[src/rtl/aes_rs232_pkg.sv]
// aes_rs232_pkg: shared FSM state type, RAM map constants and base-address check
// for the AES result readback path.
package aes_rs232_pkg;

    localparam int unsigned ADDR_W        = 7;
    localparam int unsigned DATA_W        = 32;
    localparam int unsigned BLK_STRIDE    = 10;
    localparam int unsigned FLAG_OFS      = 5;
    localparam int unsigned WORDS_PER_BLK = 4;
    localparam int unsigned MAX_BASE      = 115;

    localparam logic [DATA_W-1:0] DONE_FLAG  = 32'hFFFF_FFFF;
    localparam logic [DATA_W-1:0] CLEAR_FLAG = 32'h0000_0000;

    typedef enum logic [3:0] {
        IDLE,
        POLL_REQ,
        POLL_CHK,
        RD_REQ,
        RD_WAIT,
        TX_LOAD,
        TX_RUN,
        CLR,
        FIN
    } rdr_state_t;

    // A block base must sit on the 10-word grid at offset 5 and leave room for B+5.
    function automatic logic base_valid(input logic [ADDR_W-1:0] b);
        return ((b % ADDR_W'(BLK_STRIDE)) == ADDR_W'(FLAG_OFS)) && (b <= ADDR_W'(MAX_BASE));
    endfunction

endpackage

[src/rtl/uart_tx_byte.sv]
// uart_tx_byte: 8N1 serialiser, one byte per load, LSB first, idle high.
// ready is high while idle and also during the final cycle of the stop bit,
// i.e. it means "a load presented now is accepted at the next edge".
module uart_tx_byte #(
    parameter int unsigned CLKS_PER_BIT = 434
) (
    input  logic       clk,
    input  logic       rst,
    input  logic       load,
    input  logic [7:0] data,
    output logic       tx,
    output logic       ready
);

    localparam int unsigned CW       = (CLKS_PER_BIT > 1) ? $clog2(CLKS_PER_BIT) : 1;
    localparam int unsigned LAST_BIT = 9;

    logic          active;
    logic          active_nxt;
    logic [3:0]    bit_cnt;
    logic [3:0]    bit_nxt;
    logic [CW-1:0] clk_cnt;
    logic [CW-1:0] clk_nxt;
    logic [8:0]    shreg;
    logic [8:0]    sh_nxt;
    logic          tx_nxt;
    logic          ready_nxt;

    // Bit timing and shift: start bit on load, then data[0..7], then stop bit.
    always_comb begin
        active_nxt = active;
        bit_nxt    = bit_cnt;
        clk_nxt    = clk_cnt;
        sh_nxt     = shreg;
        tx_nxt     = tx;
        if (load && ready) begin
            active_nxt = 1'b1;
            bit_nxt    = '0;
            clk_nxt    = '0;
            sh_nxt     = {1'b1, data};
            tx_nxt     = 1'b0;
        end else if (active) begin
            if (clk_cnt == CW'(CLKS_PER_BIT - 1)) begin
                clk_nxt = '0;
                if (bit_cnt == 4'(LAST_BIT)) begin
                    active_nxt = 1'b0;
                    tx_nxt     = 1'b1;
                end else begin
                    tx_nxt  = shreg[0];
                    sh_nxt  = {1'b1, shreg[8:1]};
                    bit_nxt = bit_cnt + 4'd1;
                end
            end else begin
                clk_nxt = clk_cnt + CW'(1);
            end
        end
        ready_nxt = !active_nxt ||
                    ((bit_nxt == 4'(LAST_BIT)) && (clk_nxt == CW'(CLKS_PER_BIT - 1)));
    end

    // Serialiser state register.
    always_ff @(posedge clk) begin
        if (rst) begin
            active  <= 1'b0;
            bit_cnt <= '0;
            clk_cnt <= '0;
            shreg   <= '0;
            tx      <= 1'b1;
            ready   <= 1'b1;
        end else begin
            active  <= active_nxt;
            bit_cnt <= bit_nxt;
            clk_cnt <= clk_nxt;
            shreg   <= sh_nxt;
            tx      <= tx_nxt;
            ready   <= ready_nxt;
        end
    end

endmodule

[src/rtl/aes_result_reader.sv]
// aes_result_reader: waits for the AES done flag at B+5, reads the ciphertext words
// B+4..B+1 and streams them out over an 8N1 UART, most-significant byte first.
// Optional macro AES_RDR_CLR_FLAG_EN: clear the flag word (write 0 to B+5) after the
// last byte so the same block slot can be reused.
module aes_result_reader
    import aes_rs232_pkg::*;
#(
    parameter int unsigned CLKS_PER_BIT = 434,
    parameter int unsigned POLL_MAX     = 1024
) (
    input  logic              clk,
    input  logic              rst,
    input  logic              start,
    input  logic [ADDR_W-1:0] base_addr,
    output logic [ADDR_W-1:0] ram_addr,
    output logic              ram_en,
    output logic              ram_action,
    output logic [DATA_W-1:0] ram_wdata,
    input  logic [DATA_W-1:0] ram_rdata,
    output logic              tx,
    output logic              busy,
    output logic              done,
    output logic              error
);

    localparam int unsigned PCW = $clog2(POLL_MAX + 1);

    rdr_state_t        state;
    rdr_state_t        state_nxt;
    logic [ADDR_W-1:0] base_q;
    logic [ADDR_W-1:0] base_nxt;
    logic [DATA_W-1:0] word_q;
    logic [DATA_W-1:0] word_nxt;
    logic [1:0]        word_idx;
    logic [1:0]        widx_nxt;
    logic [1:0]        byte_idx;
    logic [1:0]        bidx_nxt;
    logic [PCW-1:0]    poll_cnt;
    logic [PCW-1:0]    poll_nxt;
    logic [ADDR_W-1:0] addr_nxt;
    logic              en_nxt;
    logic              busy_nxt;
    logic              done_nxt;
    logic              error_nxt;
    logic              load_c;
    logic              tx_ready;

    // Next-state logic plus registered-output decode from the next state.
    always_comb begin
        state_nxt = state;
        base_nxt  = base_q;
        word_nxt  = word_q;
        widx_nxt  = word_idx;
        bidx_nxt  = byte_idx;
        poll_nxt  = poll_cnt;
        load_c    = 1'b0;
        error_nxt = 1'b0;
        case (state)
            IDLE: begin
                if (start) begin
                    if (base_valid(base_addr)) begin
                        base_nxt  = base_addr;
                        poll_nxt  = '0;
                        state_nxt = POLL_REQ;
                    end else begin
                        error_nxt = 1'b1;
                    end
                end
            end
            POLL_REQ: state_nxt = POLL_CHK;
            POLL_CHK: begin
                if (ram_rdata == DONE_FLAG) begin
                    widx_nxt  = 2'(WORDS_PER_BLK - 1);
                    state_nxt = RD_REQ;
                end else if (poll_cnt == PCW'(POLL_MAX - 1)) begin
                    error_nxt = 1'b1;
                    state_nxt = IDLE;
                end else begin
                    poll_nxt  = poll_cnt + PCW'(1);
                    state_nxt = POLL_REQ;
                end
            end
            RD_REQ: state_nxt = RD_WAIT;
            RD_WAIT: begin
                word_nxt  = ram_rdata;
                bidx_nxt  = '0;
                state_nxt = TX_LOAD;
            end
            TX_LOAD: begin
                load_c    = 1'b1;
                word_nxt  = {word_q[DATA_W-9:0], 8'h00};
                state_nxt = TX_RUN;
            end
            TX_RUN: begin
                if (tx_ready) begin
                    if (byte_idx == 2'd3) begin
                        if (word_idx == 2'd0) begin
`ifdef AES_RDR_CLR_FLAG_EN
                            state_nxt = CLR;
`else
                            state_nxt = FIN;
`endif
                        end else begin
                            widx_nxt  = word_idx - 2'd1;
                            state_nxt = RD_REQ;
                        end
                    end else begin
                        bidx_nxt  = byte_idx + 2'd1;
                        state_nxt = TX_LOAD;
                    end
                end
            end
`ifdef AES_RDR_CLR_FLAG_EN
            CLR: state_nxt = FIN;
`endif
            FIN: state_nxt = IDLE;
            default: state_nxt = IDLE;
        endcase

        case (state_nxt)
            POLL_REQ, CLR: addr_nxt = base_nxt + ADDR_W'(FLAG_OFS);
            RD_REQ:        addr_nxt = base_nxt + ADDR_W'(widx_nxt) + ADDR_W'(1);
            default:       addr_nxt = '0;
        endcase
        en_nxt   = (state_nxt == POLL_REQ) || (state_nxt == RD_REQ) || (state_nxt == CLR);
        busy_nxt = (state_nxt != IDLE);
        done_nxt = (state_nxt == FIN);
    end

    // State, datapath and output registers.
    always_ff @(posedge clk) begin
        if (rst) begin
            state    <= IDLE;
            base_q   <= '0;
            word_q   <= '0;
            word_idx <= '0;
            byte_idx <= '0;
            poll_cnt <= '0;
            ram_addr <= '0;
            ram_en   <= 1'b0;
            busy     <= 1'b0;
            done     <= 1'b0;
            error    <= 1'b0;
        end else begin
            state    <= state_nxt;
            base_q   <= base_nxt;
            word_q   <= word_nxt;
            word_idx <= widx_nxt;
            byte_idx <= bidx_nxt;
            poll_cnt <= poll_nxt;
            ram_addr <= addr_nxt;
            ram_en   <= en_nxt;
            busy     <= busy_nxt;
            done     <= done_nxt;
            error    <= error_nxt;
        end
    end

`ifdef AES_RDR_CLR_FLAG_EN
    // Write strobe for the flag clear; the only write this block ever issues.
    always_ff @(posedge clk) begin
        if (rst) begin
            ram_action <= 1'b0;
        end else begin
            ram_action <= (state_nxt == CLR);
        end
    end
`else
    assign ram_action = 1'b0;
`endif

    // Only value ever written is the cleared flag.
    assign ram_wdata = CLEAR_FLAG;

    uart_tx_byte #(
        .CLKS_PER_BIT(CLKS_PER_BIT)
    ) u_uart_tx (
        .clk  (clk),
        .rst  (rst),
        .load (load_c),
        .data (word_q[DATA_W-1:DATA_W-8]),
        .tx   (tx),
        .ready(tx_ready)
    );

endmodule

[config.mk]
export PLATFORM = sky130hd
export DESIGN_NAME = aes_result_reader
export DESIGN_NICKNAME = d
export VERILOG_FILES = /design/src/rtl/aes_rs232_pkg.sv /design/src/rtl/uart_tx_byte.sv /design/src/rtl/aes_result_reader.sv
export SDC_FILE = /design/constraint.sdc
export NUM_CORES = 1
export LEC_CHECK = 0
export ABC_AREA = 1
export ABC_CLOCK_PERIOD_IN_PS = 4910
export BUFFER_PORTS_ARGS = -buffer_cell sky130_fd_sc_hd__buf_2
export CORE_ASPECT_RATIO = 0.75
export CORE_MARGIN = 5
export CORE_UTILIZATION = 55
export DETAILED_ROUTE_END_ITERATION = 7
export PLACE_DENSITY = 0.78
export SLEW_MARGIN = 20
export SYNTH_ARGS = -nofsm -noshare
export SYNTH_HDL_FRONTEND = slang
export SYNTH_HIERARCHICAL = 1
export SYNTH_SLANG_ARGS = --single-unit
[constraint.sdc]
create_clock -name clk -period 4.91 [get_ports clk]
set_clock_uncertainty 0.2 [all_clocks]
set_input_delay 0.491 -clock clk [delete_from_list [all_inputs] [get_ports clk]]
set_output_delay 0.491 -clock clk [all_outputs]
set_load 0.02 [all_outputs]
# After elaboration in Yosys (flattened, before gate mapping)
# Cells that the tools add are included.
# word_totals
inputBits	42
word_cells	123
regBits	94
# op_classes
n_eq_ne	25
div	1
addsub	8
reduce_logical	20
order_cmp	1
mux	51
# ops
cell	count
32-bit case mux with 2 select lines	1
9-bit 2-to-1 mux	7
11-bit 2-to-1 mux	4
4-bit 2-to-1 mux	9
32-bit == test (second input constant)	1
4-bit case mux with 7 select lines	1
11-bit case mux with 2 select lines	1
7-bit 2-to-1 mux	3
9-bit == test (second input constant)	2
4-bit by 3-bit == test with 1-bit output (second input constant)	4
1-bit 2-to-1 mux	14
2-bit 2-to-1 mux	7
7-bit case mux with 2 select lines	1
4-bit by 2-bit == test with 1-bit output (second input constant)	3
4-bit == test (second input constant)	3
11-bit by 1-bit adder with 11-bit output (second input constant)	1
11-bit by 10-bit == test with 1-bit output (second input constant)	1
2-bit inequality test (second input constant)	5
2-bit nonzero test	5
9-bit by 1-bit adder with 9-bit output (second input constant)	1
4-bit by 1-bit == test with 1-bit output (second input constant)	2
2-bit case mux with 2 select lines	2
7-bit by 1-bit adder with 7-bit output (second input constant)	1
7-bit by 2-bit adder with 7-bit output	1
other kinds (20)	26

# Logic depth before layout (Yosys ltp)
# Gate-level depths: netlist (run 1).
# depth
depth_word	9
ltp_mapped	23

# Cells and area by module
# Netlist (run 1), hierarchy kept.
# by_module_without_submodules
mod	n_inst	area_per_inst_um2	cells_per_inst
aes_result_reader	1	3885.0	577
uart_tx_byte	1	1392.6	202

# Worst setup path after synthesis (run 1)
# OpenSTA, ideal clock, no wires.
# synth_timing
kind	input -> register
start	in base_addr[4]
end	reg ram_addr[6]
path_stages	21
arrival_ns	2.572
setup_slack_ns	2.068
t_required_ns	4.640
path_cell_list	inv_1 -> nand3_1 -> nand3_1 -> nand2_2 -> nand2_2 -> nand2_1 -> nand2_1 -> inv_1 -> a21oi_1 -> nand2_1 -> nand2_4 -> nand3_4 -> nand2_1 -> inv_1 -> ha_1 -> inv_1 -> fa_1 -> nand3_1 -> o21ai_0 -> nand3_1 -> a21oi_1
# synth_via
elab_chain_cells	9
# synth_lines
element	line_no	source
start, declared	aes_result_reader.sv:14	input logic [ADDR_W-1:0] base_addr,
7-bit by 4-bit modulo with 7-bit output	aes_rs232_pkg.sv:29	return ((b % ADDR_W'(BLK_STRIDE)) == ADDR_W'(FLAG_OFS)) && (b <= ADDR_W'(MAX_BASE));
7-bit by 3-bit == test with 1-bit output	aes_rs232_pkg.sv:29	
1-bit logical AND (*)	aes_rs232_pkg.sv:29	
7-bit 2-to-1 mux (*)	aes_result_reader.sv:61	if (base_valid(base_addr)) begin
7-bit 2-to-1 mux (*)	aes_result_reader.sv:60	if (start) begin
7-bit 2-to-1 mux (*)	aes_result_reader.sv:58	case (state)
net base_nxt[0]	aes_result_reader.sv:31	logic [ADDR_W-1:0] base_nxt;
7-bit by 2-bit adder with 7-bit output	aes_result_reader.sv:122	RD_REQ: addr_nxt = base_nxt + ADDR_W'(widx_nxt) + ADDR_W'(1);
7-bit by 1-bit adder with 7-bit output	aes_result_reader.sv:122	
7-bit case mux with 2 select lines (*)	aes_result_reader.sv:120	case (state_nxt)
end signal, assigned	aes_result_reader.sv:151	ram_addr <= addr_nxt;
end, declared	aes_result_reader.sv:15	output logic [ADDR_W-1:0] ram_addr,
# Mark *: on every way through the listed nets, which the timed path passes. The rest lies on a longest branch.
# A chain may end at the register's enable or synchronous reset.

# Final worst setup path (run 1)
# layout_timing
start	reg state[3]
end	reg poll_cnt[6]
# layout_via
elab_chain_cells	3
# layout_lines
element	line_no	source
start, declared	aes_result_reader.sv:28	rdr_state_t state;
start signal, assigned	aes_result_reader.sv:145	state <= state_nxt;
4-bit by 2-bit == test with 1-bit output or 4-bit zero test (tied branches)	aes_result_reader.sv:58	
2-bit inequality test (no line) or 2-bit nonzero test (tied branches)	-	
5-bit AND reduction (no line)	-	
end signal, assigned	aes_result_reader.sv:150	poll_cnt <= poll_nxt;
end, declared	aes_result_reader.sv:38	logic [PCW-1:0] poll_cnt;
# Several ways; a longest one is shown, not always the timed one.

==> impl_results.md, run 1 <==
- CP startpoint kind: register
- Most frequent cells in the layout: 207 x nand2_1, 98 x nand3_1, 94 x dfxtp_1, 87 x inv_1, 56 x nor2_1
- Die area: 11680 um2
- Vias in the first global route: 4405
- DR vias: 4900
- Clock Latency Late Sink: 0.34 ns
- CP Class: register to register
- # IOs: 87
- Post-CTS setup buffer count: 0
- Avg Cell Area, Syn: 6.775 um2
- FFs w/ async S/R, synth: 0
- Final Max Slew Viols: 0
- Design area: 5834 um2
- Htree depth: 3
- Synth Instances: 779
- RePlAce Congestion: 0.9026
- CTS tree: built
- # hold bufs at CTS: 0
- WP data arrival: 3.20 ns
- Iteration-0 DRC Markers: 368
- Die width: 123.1 um
- CTS sink count: 94
- F_max: 314.9 MHz
- Final setup TNS: 0 ns
- Mapped Area: 5278 um2
- Critical path required time: 4.93 ns
- Dpl hpwl: 8.669 mm
- Detail Route Antenna Nets: 0
- CP peak stage delay: 0.69 ns
- Top_reg_cell synth: dfxtp_1
- Starting density of the core: 0.5554
- Area growth, synth to finish: 10.55%
- Core Area: 9503 um2
- Peak supply drop: 220.6 uV
- Die Y-Extent: 94.84 um
- Distinct cells, synth: 47
- Global-route wire length before repair: 19.52 mm
- Clock edge transition at the registers on the reported setup and hold paths: 0.07 ns
- Hold Path Cell Cnt: 3
- Seq cells post-synth: 94
- Vias per inst: 5.099
- RSZ-0062 raised after global routing: false
- Register area share after synthesis: 0.3566
- Initial antenna violation count: 0
- CTS Root Buffer Type: clkbuf_16
- Drt pass-1 iters: 5
- Inserted Clock Buffers: 9
- GR met2 Demand/Resource: 0.3347
- Met1 usage: 0.2699
- Yosys top cell area share: 0.3566
- Slowest-stage cell, CP: inv_1
- Worst Hold Class: input pin to register
- N_diodes: 0
- Port-buffer cells: 53
- Clk buf depth: 2
- Final setup violation count: 0
- Top cells by area, synth: dfxtp_1 36%, nand2_1 15%, nand3_1 9.3%
- Filler cell count: 884
- Met3 usage: 0.05808
- Crit. End Element: register
- YS warnings: 6
- Clock period minus worst slack: 3.176 ns
- Status: finished clean
- Most used cell, CP: inv_1
- Wirelength per Cell: 12.13 um
- Largest net degree at the start of global routing: 51
- DP Area: 5523 um2
- Final period util: 0.6469
- Leakage Power: 2.761 nW
- Commonest non-fill, non-tap cell in the layout: nand2_1
- Layout cells sized above 1: 0.1544
- Max_slew headroom: 0.3668
- Remaining DRCs: 0
- Overall routed net length: 11.66 mm
- CTS resizes: 0
- R2R cell count: 14
- Grt total ovfl: 0
- Largest area contributor in the netlist: dfxtp_1
- Slew at the pin with the worst max-slew slack: 0.9488 ns
- Fin nets: 876
- Tot GR Track Use: 0.2052
- Number of synthesized flops with an enable pin: 0
- Busiest grt layer: met2
- Power density cells: 284.6 nW/um2
- Hold Vio Cnt, Final: 0
- # rows: 31
- Critical-path cell list: nor2_2 -> buf_4 -> inv_1 -> nor2_1 -> inv_1 -> nand3_1 -> a31oi_1 -> nand2_1 -> nor2_1 -> nand2_4 -> o21ai_4 -> inv_1 -> o21ai_0 -> a21oi_1
- Critical path peak fanout: 33
- Max Cap Viol: 0
flip-flops by register name, summed over array words and instances, names as in the netlist:
register / flops
base_q: 7
busy: 1
byte_idx: 2
done: 1
error: 1
poll_cnt: 11
ram_addr: 7
ram_en: 1
state: 4
u_uart_tx/active: 1
u_uart_tx/bit_cnt: 4
u_uart_tx/clk_cnt: 9
u_uart_tx/ready: 1
u_uart_tx/shreg: 9
u_uart_tx/tx: 1
word_idx: 2
word_q: 32
cell type report:
| cell class | instances | area, um2 | share of cell area |
|---|---|---|---|
| clock buffers | 12 | 256.5 | 0.04396 |
| clock inverters | 4 | 55.05 | 0.009436 |
| inverters | 98 | 367.9 | 0.06305 |
| multi-input cells | 563 | 2805 | 0.4808 |
| flip-flops and latches | 94 | 1882 | 0.3225 |
| well taps | 132 | 165.2 | 0.02831 |
| repair buffers | 58 | 302.8 | 0.05190 |
logic make-up (layout without fill, tap and decap cells):
family                     after synthesis  after routing  share of synthesized area
and+or+nand+nor                        434            434                     0.3841
other                                    1             33                  0.0007106
AOI/OAI and AO/OA                       80             80                    0.08796
xor gates and xnor gates                 6              6                   0.009957
adders and majority gates               10             10                    0.02513
buffers and inverters                  154            172                     0.1356
DFF                                     94             94                     0.3566
routing by layer:
| layer | vias up | part of all wire | wire length, um |
|---|---|---|---|
| li1 | 2523 | - | - |
| met2 | 129 | 0.48 | 5541 |
| met3 | 9 | 0.054 | 634 |
| met1 | 2239 | 0.46 | 5368 |
| met5 | - | 0 | 0 |
| met4 | 0 | 0.0099 | 115 |
Yosys cell counts (2+ instances only):
library cell	instances
a211oi_1	2
a21oi_1	36
a21oi_2	2
a31oi_1	8
buf_4	34
clkbuf_1	18
clkinv_1	2
dfxtp_1	94
ha_1	9
inv_1	87
inv_2	9
nand2_1	207
nand2_2	12
nand2_4	4
nand3_1	98
nand3_2	4
nand4_1	17
nor2_1	58
nor2_2	6
nor2_4	9
nor3_1	10
nor4_1	2
o211ai_1	2
o21ai_0	13
o21ai_1	8
or2_2	2
xor2_1	6
report_power, final:
group	internal [mW]	total [mW]	leakage [nW]	switching (mW)
Clock	0.424	0.714	0.149	0.290
Sequential	0.773	0.782	0.758	0.00946
Combinational	0.0464	0.164	1.85	0.117
critical path: cells and delay by family (launching register included):
kind | cells | cell delay, ns
flops | 1 | 0.38
buf+inv | 4 | 1.14
simple gates | 6 | 0.72
compound gates | 4 | 0.61
per-stage QoR:
stage	power [mW]	hold WS (ns)	setup slack, ns	utilization	instances
final	1.660	0.2348	1.734	0.6140	961
after floorplan	0.9355	0.2369	2.068	-	811
after global routing	1.733	0.2410	1.390	0.6140	961
after CTS	1.675	0.2230	1.732	0.6140	961
after global placement	0.9562	0.2446	1.691	0.5812	945
after detailed placement	0.9615	0.2518	1.531	0.5812	945
final timing paths:
kind                            slack, ns                  to               start
worst max register to register       1.73         poll_cnt[6]            state[3]
worst min register to register       0.26  u_uart_tx/shreg[8]  u_uart_tx/shreg[8]
worst max-delay path                 1.73         poll_cnt[6]            state[3]
worst min-delay path                 0.23           word_q[3]        ram_rdata[3]
Power figures use the tool's default switching activity.
==> run 2, diff against run 1 <==
--- a/config.mk
+++ b/config.mk
@@ -6,13 +6,13 @@
 export NUM_CORES = 1
 export LEC_CHECK = 0
 export ABC_AREA = 1
-export ABC_CLOCK_PERIOD_IN_PS = 4910
+export ABC_CLOCK_PERIOD_IN_PS = 2600
 export BUFFER_PORTS_ARGS = -buffer_cell sky130_fd_sc_hd__buf_2
 export CORE_ASPECT_RATIO = 0.75
 export CORE_MARGIN = 5
-export CORE_UTILIZATION = 55
+export CORE_UTILIZATION = 51
 export DETAILED_ROUTE_END_ITERATION = 7
-export PLACE_DENSITY = 0.78
+export PLACE_DENSITY = 0.76
 export SLEW_MARGIN = 20
 export SYNTH_ARGS = -nofsm -noshare
 export SYNTH_HDL_FRONTEND = slang
==> constraint.sdc (replaced) <==
create_clock -name clk -period 2.6 [get_ports clk]
set_clock_uncertainty 0.2 [all_clocks]
set_input_delay 0.26 -clock clk [delete_from_list [all_inputs] [get_ports clk]]
set_output_delay 0.26 -clock clk [all_outputs]
set_load 0.02 [all_outputs]
==> run 2 against run 1 <==
Register-to-register slack got worse by 1.6 ns. Critical path depth increased by 9. Highest routed layer unchanged. Final area rose by 7.7%. Critical path type is now input pin to register. Cell count up 5.1%.
==> impl_results.md, run 2 (synthesis results as in run 1) <==
- Status: finished clean
- Reg area: 1888 um2 (+0.33%)
- Vias in the first global route: 4501 (+2.2%)
- Remaining DRCs: 0 (unchanged)
- Clock period minus worst slack: 2.483 ns
- Die area: 12500 um2 (+7.1%)
- Leakage Power: 2.953 nW (+7.0%)
- Slowest-stage cell, CP: fa_2
- Fin nets: 921 (+5.1%)
- Layout cells sized above 1: 0.2311 (+0.07672)
- DR vias: 5070 (+3.5%)
- Peak supply drop: 336.9 uV (+53%)
- Biggest regs: word_q (32), poll_cnt (11)
- Post-Place Cells: 982 (+3.9%)
- WP buf/inv: 5 (+1)
- Tot GR Track Use: 0.1943 (-0.01092)
- Critical-path cell list: buf_2 -> inv_1 -> a21oi_2 -> nand2_2 -> nand2_4 -> nand2_1 -> nand2_1 -> inv_1 -> nand2_1 -> nand2_1 -> nand2_2 -> nand2_4 -> nand3_4 -> nand2_2 -> inv_1 -> ha_2 -> inv_2 -> fa_2 -> nand3_4 -> nor2_2 -> nand2_1 -> nand3_1 -> a21oi_1
- Htree depth: 3 (unchanged)
- Drt pass-1 iters: 5 (unchanged)
- CP Class: input pin to register
- Slew at the pin with the worst max-slew slack: 0.5410 ns (-0.4078 ns)
- Commonest non-fill, non-tap cell in the layout: nand2_1
- Largest net degree at the start of global routing: 50 (-2.0%)
- Vias per inst: 5.020 (-1.6%)
- Final setup violation count: 0 (unchanged)
- Clock Latency Late Sink: 0.34 ns (about the same)
- Inserted Clock Buffers: 9 (unchanged)
- Final period util: 0.9549
- Global-route wire length before repair: 20.38 mm (+4.4%)
- Hold Vio Cnt, Final: 0 (unchanged)
- Detail Route Antenna Nets: 0 (unchanged)
- Wirelength per Cell: 12.20 um (+0.58%)
- Die Y-Extent: 98.10 um (+3.4%)
- Cell Count, Final, Fillers Out: 1010 (+5.1%)
- Crit. End Element: register
- Iteration-0 DRC Markers: 368 (unchanged)
- WHS: 0.01519 ns (-0.2196 ns)
- Initial antenna violation count: 0 (unchanged)
- Area growth, synth to finish: 19.06%
- CTS sink count: 94 (unchanged)
- CTS tree: built
- Dpl hpwl: 8.655 mm (-0.16%)
- Logic pwr share: 0.122 (+0.023)
- Critical path required time: 2.67 ns (-2.26 ns)
- # rows: 32 (+3.2%)
- Biggest register: word_q
- Starting density of the core: 0.5169 (-0.03845)
- R2r setup slk: 0.13 ns (-1.60 ns)
- Max_slew headroom: 0.6394 (+0.2726)
- Clock edge transition at the registers on the reported setup and hold paths: 0.06 ns (about the same)
- Worst Hold Class: input pin to register
- DP Area: 5778 um2 (+4.6%)
- Max Cap Viol: 0 (unchanged)
- N_diodes: 0 (unchanged)
- Power density cells: 490.9 nW/um2 (+72%)
- Final Max Slew Viols: 0 (unchanged)
- Final setup TNS: 0 ns (unchanged)
- Critical path peak fanout: 4 (-88%)
- CP top delay family: simple AND/OR/NAND/NOR gates
- CTS Root Buffer Type: clkbuf_16
- Die width: 127.5 um (+3.5%)
- Design area: 6284 um2 (+7.7%)
- CP peak stage delay: 0.42 ns (-0.27 ns)
- Most frequent cells in the layout: 203 x nand2_1, 94 x nand3_1, 89 x dfxtp_1, 80 x inv_1, 52 x buf_2
- Largest register FFs: 32 (unchanged)
- WP data arrival: 2.55 ns (-0.65 ns)
- Multi-input combinational cell area: 2933 um2 (+4.5%)
- F_max: 402.8 MHz
- Clk buf depth: 2 (unchanged)
- Port-buffer cells: 53 (unchanged)
- RePlAce Congestion: 0.8386 (-7.1%)
- Power after layout: 3.084 mW (+86%)
- Core Area: 10210 um2 (+7.4%)
- Switching Share: 0.2645 (+0.01349)
- Internal power: 2.269 mW (+82%)
- CP startpoint kind: input pin
- Clock power share: 0.399 (-0.031)
- Filler cell count: 956 (+8.1%)
- Most used cell, CP: nand2_1
- Grt total ovfl: 0 (unchanged)
- # IOs: 87 (unchanged)
- Overall routed net length: 12.33 mm (+5.7%)
- Seq pwr share: 0.479 (+0.008)
- Sw Pwr: 0.8158 mW (+96%)
==> run 2: changes by cell type in the layout (fill, tap and decap cells not counted), moves of 4 or more <==
cell	change
buf_4	+41
dfxtp_1	-5
dfxtp_2	+5
inv_1	-7
inv_2	+5
nand2_1	-4
nand3_1	-4
nor2_1	-6
o21ai_0	-5
o21ai_1	+4
==> run 2: final cells by class <==
type / count / area share
clock inverter: 4 / 0.004779
inverter: 98 / 0.05934
clock buffer: 12 / 0.03923
tap: 136 / 0.02708
sequential: 94 / 0.3005
multi-input combinational: 564 / 0.4667
timing repair buffer: 102 / 0.1023
==> run 2: path summary, 6_finish.rpt <==
check                           cells past startpoint    startpoint          end
worst max register to register                     18      state[1]  ram_addr[6]
worst min-delay path                                3  ram_rdata[0]    word_q[0]
worst min register to register                      2     word_q[7]    word_q[7]
worst max-delay path                               23  base_addr[5]  ram_addr[6]
==> run 2: stage by stage <==
step / utilization / worst slack [ns]
global route: 0.6154 / -0.06520
CTS: 0.5977 / 0.0007490
finish: 0.6154 / 0.1173
floorplan: - / 0.02003
detailed placement: 0.5659 / -0.2732
global placement: 0.5659 / -0.1486
==> run 2: power groups by stage <==
| stage | logic, mW | registers (mW) | clock network (mW) |
|---|---|---|---|
| after floorplan | 0.259 | 1.51 | 0 |
| after global placement | 0.337 | 1.51 | 0 |
| after detailed placement | 0.341 | 1.51 | 0 |
| after CTS | 0.348 | 1.48 | 1.26 |
| after global routing | 0.417 | 1.48 | 1.33 |
| final | 0.376 | 1.48 | 1.23 |
==> run 2: worst register-to-register path, delay by kind of cell, from the launching register on <==
family / cells / cell delay, ns
buf+inv: 4 / 0.23
compound gates: 2 / 0.25
flops: 1 / 0.34
simple gates: 10 / 0.77
fa+ha+maj: 2 / 0.61
==> run 2: per-layer routing <==
| metal | wire (um) | track usage |
|---|---|---|
| met1 | 6055 | 0.2834 |
| met2 | 5381 | 0.2936 |
| met3 | 770 | 0.04483 |
| met4 | 119 | 0.04040 |
| met5 | 0 | 0 |
==> run 2: timing repair <==
item	4_1_cts	5_1_grt
endpoints found under the hold margin	3	0
setup buffers	0	8
hold buffers	3	0
setup endpoints to repair	4	20
resized for setup	3	45
pin swaps	1	16
cloned	0	1
==> run 3, diff against run 2 <==
--- a/config.mk
+++ b/config.mk
@@ -5,7 +5,6 @@
 export SDC_FILE = /design/constraint.sdc
 export NUM_CORES = 1
 export LEC_CHECK = 0
-export ABC_AREA = 1
 export ABC_CLOCK_PERIOD_IN_PS = 2600
 export BUFFER_PORTS_ARGS = -buffer_cell sky130_fd_sc_hd__buf_2
 export CORE_ASPECT_RATIO = 0.75
==> run 3 against run 2 <==
Critical path type unchanged. Flip-flop and latch count unchanged. Area after synthesis fell by 1.0%. The flow now finishes with violations (setup timing). First-iteration DRC count is 2.4% higher.
==> impl_results.md, run 3 <==
- Final Max Slew Viols: 0 (unchanged)
- Status: finished with violations
- Power density cells: 494.1 nW/um2 (+0.65%)
- Area growth, synth to finish: 30.95%
- Wirelength per Cell: 16.28 um (+33%)
- Top_reg_cell synth: dfxtp_1
- Starting density of the core: 0.5157 (-0.001225)
- Tot GR Track Use: 0.2200 (+0.02571)
- Most frequent cells in the layout: 104 x buf_4, 90 x dfxtp_1, 79 x nor2_1, 49 x buf_2, 42 x mux2i_1
- Vias in the first global route: 4736 (+5.2%)
- Detail Route Antenna Nets: 0 (unchanged)
- Number of synthesized flops with an enable pin: 0 (unchanged)
- Global-route wire length before repair: 22.74 mm (+12%)
- Top cells by area, synth: dfxtp_1 36%, mux2i_1 8.0%, nor2_1 5.8%
- Critical path peak fanout: 8 (+4)
- Distinct cells, synth: 76 (+62%)
- Avg Cell Area, Syn: 8.606 um2 (+27%)
- R2R cell count: 14 (-4)
- Beginning of the worst hold path: ram_rdata[5]
- Die area: 12390 um2 (-0.93%)
- CTS sink count: 94 (unchanged)
- Largest area contributor in the netlist: dfxtp_1
- R2r startpoint: state[0]
- Count leader, synth: dfxtp_1
- Overall routed net length: 14.36 mm (+16%)
- Dpl hpwl: 9.599 mm (+11%)
- Biggest regs: word_q (32), poll_cnt (11)
- Vias per inst: 5.697 (+13%)
- R2r setup slk: -0.33 ns (-0.46 ns)
- DR vias: 5025 (-0.89%)
- # IOs: 87 (unchanged)
- Worst Hold Class: input pin to register
- Iteration-0 DRC Markers: 377 (+2.4%)
- Layout cells sized above 1: 0.3190 (+0.08791)
- Leakage Power: 2.777 nW (-6.0%)
- Dpl ws: -0.8857 ns (-0.6125 ns)
- Largest net degree at the start of global routing: 57 (+14%)
- FFs w/ async S/R, synth: 0 (unchanged)
- Port-buffer cells: 53 (unchanged)
- Slowest-stage cell, CP: or4_4
- Slew at the pin with the worst max-slew slack: 0.5779 ns (+0.03696 ns)
- Fin nets: 793 (-14%)
- Remaining DRCs: 0 (unchanged)
- Post-Place Cells: 848 (-14%)
- Inserted Clock Buffers: 9 (unchanged)
- Commonest non-fill, non-tap cell in the layout: buf_4
- Clock Latency Late Sink: 0.35 ns (about the same)
- Cell Count, Final, Fillers Out: 882 (-13%)
- Clock edge transition at the registers on the reported setup and hold paths: 0.07 ns (about the same)
- CP Class: input pin to register
- Die Y-Extent: 97.65 um (-0.46%)
- Drt pass-1 iters: 5 (unchanged)
- Peak supply drop: 379.4 uV (+13%)
- Grt total ovfl: 0 (unchanged)
- Critical-path cell list: buf_8 -> nor4bb_4 -> o31a_1 -> or4_4 -> and2_4 -> nor2_4 -> ha_4 -> inv_2 -> fa_2 -> nand3_2 -> a21oi_2 -> o32ai_1 -> o21ba_2 -> o32ai_2
- # rows: 32 (unchanged)
- Largest register FFs: 32 (unchanged)
- Initial antenna violation count: 0 (unchanged)
- CP peak stage delay: 0.52 ns (+0.10 ns)
- Clk buf depth: 2 (unchanged)
- R2R Path End: ram_addr[4]
- Max_slew headroom: 0.6147 (-0.02464)
- Final setup TNS: -2.248 ns (-2.248 ns)
- Failing checks: setup timing
- YS warnings: 6 (unchanged)
- Seq cells post-synth: 94 (unchanged)
- Die width: 126.9 um (-0.47%)
- Biggest register: word_q
- Final period util: 1.162 (+0.2073)
- Filler cell count: 752 (-21%)
- WP data arrival: 3.08 ns (+0.53 ns)
- RePlAce Congestion: 0.9049 (+7.9%)
- Mapped Area: 5224 um2 (-1.0%)
- Hold path endpoint: word_q[5]
- Clock period minus worst slack: 3.022 ns (+0.5389 ns)
- Register area share after synthesis: 0.3602 (+0.003672)
- Hold Vio Cnt, Final: 0 (unchanged)
- Synth Instances: 607 (-22%)
- Crit. End Element: register
- CTS Root Buffer Type: clkbuf_16
- Yosys top cell area share: 0.3602 (+0.003672)
- Final setup violation count: 9 (+9)
- CP startpoint kind: input pin
- F_max: 330.9 MHz (-18%)
- CTS tree: built
- Power after layout: 3.380 mW (+9.6%)
- Critical path required time: 2.65 ns (-0.02 ns)
- Max Cap Viol: 0 (unchanged)
- Hold Path Cell Cnt: 3 (unchanged)
- N_diodes: 0 (unchanged)
- Worst Slack Setup Final: -0.4216 ns (-0.5389 ns)
- Post-synth top cells: 94 x dfxtp_1, 81 x nor2_1, 42 x mux2i_1
- Htree depth: 3 (unchanged)
- Core Area: 10130 um2 (-0.78%)
- RSZ-0062 raised after global routing: true
run 3: cell types whose count changed in the layout (fill, tap and decap cells not counted), moves of 32 or more:
cell / delta
nand2_1: -171
buf_4: +58
inv_1: -68
a211oi_1: +32
nand3_1: -84
mux2i_1: +42
run 3: repair_timing:
action                                  in CTS  in global routing
endpoints found under the setup margin      11                 21
pin swaps                                   16                 19
gates resized for setup                     38                 18
cloned                                       0                  1
buffers inserted                            10                  7
hold buffers                                 1                  0
hold endpoints to repair                     1                  0
run 3: metal layers:
| metal | up-vias | part of all wire | track usage |
|---|---|---|---|
| met5 | - | 0 | 0 |
| met4 | 0 | 0.034 | 0.07914 |
| met3 | 60 | 0.064 | 0.05275 |
| met2 | 211 | 0.47 | 0.3565 |
| met1 | 2324 | 0.43 | 0.2849 |
| li1 | 2430 | - | - |
run 3: how the worst max path moves through the flow:
stage,startpoint,to,slack (ns),cells past startpoint
after floorplan,base_addr[6],ram_addr[6],-0.94,17
after global placement,base_addr[4],ram_addr[6],-0.73,14
after detailed placement,base_addr[4],ram_addr[6],-0.89,14
after CTS,base_addr[4],ram_addr[6],-0.41,14
after global routing,base_addr[4],ram_addr[6],-0.48,14
final,base_addr[3],ram_addr[6],-0.42,14
run 3: worst max-delay path, delay by kind of cell:
kind / cells / cell delay, ns
buffers and inverters: 2 / 0.17
adders and majority gates: 2 / 0.55
AOI/OAI and AO/OA: 5 / 1.02
and+or+nand+nor: 5 / 1.07
run 3: through the flow:
stage / cell area, um2 / hold WS, ns / util
global route: 6840 / 0.03892 / 0.6753
CTS: 6723 / 0.02110 / 0.6637
detailed placement: 6096 / 0.2452 / 0.6018
finish: 6840 / 0.02333 / 0.6753
floorplan: 5425 / 0.2245 / -
global placement: 6096 / 0.2360 / 0.6018
run 3: where the power goes:
group | internal, mW | switching [mW] | leakage [nW] | total [mW]
Sequential | 1.45 | 0.00584 | 0.760 | 1.45
Combinational | 0.162 | 0.209 | 1.85 | 0.370
Clock | 0.955 | 0.601 | 0.170 | 1.56
run 3: cell type report:
cell class,count,area (um2),share of cell area
Inverter,14,52.55,0.007682
Tap cell,136,170.2,0.02488
Clock buffer,9,225.2,0.03292
Clock inverter,7,128.9,0.01884
Multi-Input combinational cell,459,3209,0.4692
Timing Repair Buffer,163,1167,0.1707
Sequential cell,94,1887,0.2758
run 3: kinds of logic after synthesis:
family,after synthesis,synth area share
muxes,43,0.08263
buffers and inverters,86,0.09269
other,1,0.0007179
DFF,94,0.3602
adders and majority gates,10,0.02539
AOI/OAI and AO/OA,119,0.1665
and+or+nand+nor,239,0.2467
xor gates and xnor gates,15,0.02515
